<file path="src/rtl/rv_transmitter_if.sv">
// Ready/valid link between the transmitter and the MAC array receive stage.
// Handshake: a beat transfers on every rising clk edge where valid && ready.
// Once valid is high it stays high, with data_out unchanged, until that beat
// transfers; ready may change freely and has no effect while valid is low.
// tx_done pulses for one cycle, one cycle after each transferred beat.
interface rv_transmitter_if #(
    parameter int WIDTH = 64
);
    logic             valid;
    logic             ready;
    logic [WIDTH-1:0] data_out;
    logic             tx_done;

    modport master (
        output valid,
        output data_out,
        output tx_done,
        input  ready
    );

    modport slave (
        input  valid,
        input  data_out,
        input  tx_done,
        output ready
    );
endinterface

</file>
<file path="src/rtl/rv_transmitter.sv">
// Source end of the ready/valid link: buffers producer pushes in a DEPTH-entry
// FIFO and presents them in order. The presented word lives in a registered
// copy of the FIFO head so it stays put (and keeps the last sent word) while
// valid is low. The memory keeps every held word, including the presented one.
module rv_transmitter #(
    parameter int WIDTH = 64,
    parameter int DEPTH = 4
) (
    input  logic                     clk,
    input  logic                     reset,
    input  logic                     load,
    input  logic [WIDTH-1:0]         data_in,
    output logic                     full,
    output logic                     empty,
    output logic [$clog2(DEPTH):0]   count,
    output logic                     overflow,
    rv_transmitter_if.master         link
);
    localparam int AW = $clog2(DEPTH);

    typedef enum logic {
        IDLE = 1'b0,
        SEND = 1'b1
    } state_t;

    state_t           state;
    logic [WIDTH-1:0] mem [DEPTH];
    logic [AW-1:0]    wr_ptr;
    logic [AW-1:0]    rd_ptr;
    logic [AW-1:0]    rd_ptr_inc;
    logic [AW:0]      cnt;
    logic             pop;
    logic             push_ok;
    logic [WIDTH-1:0] head_next;

    assign pop        = link.valid && link.ready;
    assign push_ok    = load && (!full || pop);
    assign rd_ptr_inc = rd_ptr + AW'(1);

    assign full  = (cnt == (AW+1)'(DEPTH));
    assign empty = (cnt == '0);
    assign count = cnt;

    // Storage write: a push into a full buffer only lands when the head is
    // leaving this cycle, in which case wr_ptr == rd_ptr and the slot is free.
    always_ff @(posedge clk or posedge reset) begin
        if (reset) begin
            for (int i = 0; i < DEPTH; i++) begin
                mem[i] <= '0;
            end
        end else if (push_ok) begin
            mem[wr_ptr] <= data_in;
        end
    end

    // Pointer and occupancy bookkeeping; pointers wrap modulo DEPTH.
    always_ff @(posedge clk or posedge reset) begin
        if (reset) begin
            wr_ptr <= '0;
            rd_ptr <= '0;
            cnt    <= '0;
        end else begin
            if (push_ok) begin
                wr_ptr <= wr_ptr + AW'(1);
            end
            if (pop) begin
                rd_ptr <= rd_ptr_inc;
            end
            if (push_ok && !pop) begin
                cnt <= cnt + (AW+1)'(1);
            end else if (pop && !push_ok) begin
                cnt <= cnt - (AW+1)'(1);
            end
        end
    end

    // Next presented word: the following stored word after a pop, the incoming
    // word when the buffer is otherwise running dry, else hold the current one.
    always_comb begin
        head_next = link.data_out;
        if (pop) begin
            if (cnt > (AW+1)'(1)) begin
                head_next = mem[rd_ptr_inc];
            end else if (push_ok) begin
                head_next = data_in;
            end
        end else if (!link.valid && push_ok) begin
            head_next = data_in;
        end
    end

    // Link FSM with registered valid/data_out/tx_done/overflow outputs.
    always_ff @(posedge clk or posedge reset) begin
        if (reset) begin
            state         <= IDLE;
            link.valid    <= 1'b0;
            link.data_out <= '0;
            link.tx_done  <= 1'b0;
            overflow      <= 1'b0;
        end else begin
            link.data_out <= head_next;
            link.tx_done  <= pop;
            overflow      <= load && !push_ok;
            case (state)
                IDLE: begin
                    if (push_ok) begin
                        state      <= SEND;
                        link.valid <= 1'b1;
                    end
                end
                SEND: begin
                    if (pop && (cnt == (AW+1)'(1)) && !push_ok) begin
                        state      <= IDLE;
                        link.valid <= 1'b0;
                    end
                end
                default: begin
                    state      <= IDLE;
                    link.valid <= 1'b0;
                end
            endcase
        end
    end
endmodule
</file>
<file path="src/flat_wrapper.sv">
// flat-port wrapper written by rule: the top's interface ports become plain ports
module rv_transmitter_flat 
#(
    parameter int WIDTH = 64,
    parameter int DEPTH = 4
)
  (clk, reset, load, data_in, full, empty, count, overflow, link_valid, link_data_out, link_tx_done, link_ready);
  rv_transmitter_if #(.WIDTH(WIDTH)) link_i ();
  input  logic clk;
  input  logic reset;
  input  logic load;
  input  logic [WIDTH-1:0] data_in;
  output logic full;
  output logic empty;
  output logic [$clog2(DEPTH):0] count;
  output logic overflow;
  output wire logic [$bits(link_i.valid)-1:0] link_valid;
  output wire logic [$bits(link_i.data_out)-1:0] link_data_out;
  output wire logic [$bits(link_i.tx_done)-1:0] link_tx_done;
  input wire logic [$bits(link_i.ready)-1:0] link_ready;
  assign link_valid = link_i.valid;
  assign link_data_out = link_i.data_out;
  assign link_tx_done = link_i.tx_done;
  assign link_i.ready = link_ready;
  rv_transmitter #(.WIDTH(WIDTH), .DEPTH(DEPTH)) u_core (.clk(clk), .reset(reset), .load(load), .data_in(data_in), .full(full), .empty(empty), .count(count), .overflow(overflow), .link(link_i));
endmodule
</file>
<file path="config.mk">
export PLATFORM = sky130hd
export DESIGN_NAME = rv_transmitter_flat
export DESIGN_NICKNAME = d
export VERILOG_FILES = /design/src/rtl/rv_transmitter_if.sv /design/src/rtl/rv_transmitter.sv /design/src/flat_wrapper.sv
export SDC_FILE = /design/constraint.sdc
export NUM_CORES = 1
export LEC_CHECK = 0
export ABC_AREA = 1
export CAP_MARGIN = 20
export CORE_ASPECT_RATIO = 1.1
export CORE_MARGIN = 1
export CORE_UTILIZATION = 40
export DETAILED_ROUTE_END_ITERATION = 8
export SLEW_MARGIN = 30
export SYNTH_ARGS = -nofsm -noshare
export SYNTH_HDL_FRONTEND = slang
export SYNTH_SLANG_ARGS = --single-unit
export TNS_END_PERCENT = 30
</file>
<file path="constraint.sdc">
create_clock -name clk -period 10.8 [get_ports clk]
set_clock_uncertainty 0.15 [all_clocks]
set_input_delay 1.08 -clock clk [delete_from_list [all_inputs] [get_ports clk]]
set_output_delay 1.08 -clock clk [all_outputs]
set_load 0.1 [all_outputs]
</file>
==> flow_metrics.tcl <==
set metrics [dict create \
    synth_cells 2148 \
    ctsResizeCount 0 \
    arrival_ns 4.40 \
    cts_buffer_depth 3 \
    cts_tree "built" \
    slew_headroom_pct 31.2 \
    drt-total-wl_mm 43.2 \
    dp_cells 2669 \
    synth_flop_cell "dfrtp_1" \
    nets 2279 \
    status "finished with violations" \
    async_reset_ff_share_pct 100 \
    htreeDepth 2 \
    synth_common_cells "nand2_1 (843), o21ai_0 (382), dfrtp_1 (331)" \
    yosys_warnings 0 \
    grt_pass1_vias 13000 \
    die_width_um 193 \
    track_usage_pct 21.4 \
    synth.area.top_cells "dfrtp_1 (51%), nand2_1 (20%), o21ai_0 (12%), inv_1 (4.9%), nand3_1 (4.1%)" \
    cts_root_buffer "clkbuf_16" \
    seqCellArea_sq_mm 0.00829 \
    cts_made_buffers 37 \
    chipHeight_um 213 \
    period_share_pct 38.9 \
    grt_max_degree 136 \
    viasPerCell 5.02 \
    grt_pass1_wl_mm 70.5 \
    rows 76 \
    finalSetupTns_ns 0 \
    yosysTopAreaCellShare_pct 51.4 \
    io_pins 140 \
    yosysUniqueCellTypes 21 \
    cp.required_ns 11.00 \
    core_area_sq_mm 0.0395 \
    synthesis.nets 2225 \
    gp_congestion 0.746 \
    areaGrowthSynthToFinish_pct 15.9 \
    route.detailed.drc 8 \
    synth_edf_count 0 \
    post_cts_buffers 0 \
    violations "design-rule violations" \
    syn_area_per_cell_sq_um 7.50 \
    end_kind "register" \
    setup_violations 0 \
    hold_buffers 0 \
    diodes 0 \
    firstDrtPassIters 7 \
    worstPathMaxFanout 135 \
    dieArea_sq_mm 0.0411 \
    max_cap_violations 0 \
    syn-cell-area_sq_mm 0.0161 \
    drv_slew 0 \
    vias 13700 \
    nFillCells 3879 \
    peakVddDrop_v 0.000251 \
    antenna_found_initial 1 \
    slowest_delay_ns 0.84 \
    yosysSeqAreaShare_pct 51.4 \
    portBuffers 139 \
    dp_hpwl_mm 24.1 \
    layoutNonFillerInstCount 2729 \
    setup.worst_path.start_class "primary input" \
    yosysTopAreaCell "dfrtp_1" \
    grt_setup_unrepaired "no" \
    p_leak_nw 9.15 \
    cp_common_cell "nand2_2" \
    drtIter0Drc 1064 \
    start_util_pct 40.8 \
    cp_cell_sequence "clkdlybuf4s50_1 -> nand2_2 -> nand2_2 -> nand2_8 -> nor2_4 -> buf_4 -> o21ai_0" \
    fmax_mhz 238 \
    yosysMostFrequentCell "nand2_1" \
    period_needed_ns 4.20 \
    detail-route-antenna-nets 0 \
    power_mw 6.50 \
    hold_path_class "reg -> reg" \
    power_density_mw_per_mm2 348 \
    insertion_delay_ns 0.53 \
    ys_ff_latch 331 \
    worst_pin_slew_ns 1.03 \
    wl_per_cell_um 15.8 \
    path_clk_slew_ns 0.06 \
    hold_viol 0 \
    crit_slowest_cell "buf_4" \
    grt-ovfl-total 0 \
    multi_input_area_sq_mm 0.00633 \
    worstSetupPathType "in -> reg" \
    hold_slack_ns 0.346 \
    cts_num_sinks 331 \
    drive_above_1_share_pct 3.92 \
]
==> through the flow <==
stage / area (sq um) / setup WS, ns / util (%)
3_3_place_gp: 17600 / 6.19 / 44.5
4_1_cts: 18700 / 6.62 / 47.3
2_1_floorplan: 16100 / 0.402 / -
6_report: 18700 / 6.60 / 47.4
5_1_grt: 18700 / 6.38 / 47.4
3_5_place_dp: 17600 / 6.10 / 44.6
==> cells in the final DEF, fill, tap and decap left out <==
cell             instances
nand2_2                  3
nand3_1                129
dfrtp_1                330
clkdlybuf4s50_1        135
clkbuf_8                 3
dfrtp_4                  1
nor2_1                  71
clkinv_4                 1
nand2_8                  1
nand2_1                842
o21ai_0                382
nand3_4                  2
inv_6                    2
xnor2_1                  1
a21oi_1                  2
buf_4                   11
inv_8                    1
clkbuf_1                15
inv_2                    7
buf_6                    5
ha_1                     9
clkinv_2                 1
nor2_4                   6
o21ai_1                  6
xor2_1                   4
buf_2                    4
clkbuf_16               37
inv_1                  208
buf_16                   2
nor4_1                   1
==> logic make-up after synthesis <==
group,Yosys count,synth area share (%)
buffers and inverters,358,9.71
and+or+nand+nor,1055,25.8
xor gates and xnor gates,5,0.272
adders and majority gates,9,0.699
AOI/OAI and AO/OA,390,12.1
DFF,331,51.4
==> metal layers <==
layer | wire (um) | part of all wire (%) | GRT usage (%) | vias up
li1 | - | - | - | 6775
met1 | 20000 | 46 | 29.2 | 6532
met2 | 20300 | 47 | 35.4 | 332
met3 | 2250 | 5.2 | 3.57 | 46
met4 | 656 | 1.5 | 5.60 | 2
met5 | 13 | 0.030 | 0 | -
==> worst paths after layout <==
kind                                      start                 endpoint  slack [ns]  depth (start not counted)
worst min register to register  u_core.mem[240]          u_core.mem[240]        0.35                          2
worst max-delay path                 link_ready           u_core.mem[36]        6.60                          7
worst max register to register  u_core.count[0]           u_core.mem[36]        6.96                          9
min in group asynchronous                 reset  u_core.link.data_out[5]        0.90                          2
worst min-delay path            u_core.mem[240]          u_core.mem[240]        0.35                          2
max in group asynchronous                 reset          u_core.mem[122]        8.33                          3
==> layout make-up <==
| type | instances | share of cell area, % |
|---|---|---|
| Clock inverter | 4 | 0.167 |
| Tap cell | 507 | 3.39 |
| Sequential cell | 331 | 44.3 |
| Multi-Input combinational cell | 1459 | 33.9 |
| Clock buffer | 55 | 5.48 |
| Timing Repair Buffer | 157 | 8.38 |
| Inverter | 216 | 4.38 |
==> registers in the layout, indices dropped and copies added, names as in the netlist <==
register,flops
u_core.count,3
u_core.link.tx_done,1
u_core.link.data_out,64
u_core.link.valid,1
u_core.wr_ptr,2
u_core.mem,256
u_core.overflow,1
u_core.state,1
u_core.rd_ptr,2
==> worst max-delay path: cells and delay by family <==
kind | cells | cell delay, ns
AND/OR/NAND/NOR | 4 | 1.62
buffers and inverters | 2 | 1.41
AO/OA/AOI/OAI | 1 | 0.19
==> where the power goes <==
| part | internal [mW] | switching (mW) | leakage (nW) |
|---|---|---|---|
| registers | 1.83 | 0.236 | 4.11 |
| clock network | 0.652 | 0.493 | 0.512 |
| logic | 0.844 | 2.45 | 4.53 |
| total | 3.32 | 3.18 | 9.15 |
No activity file was read; power rests on OpenSTA's default activity.
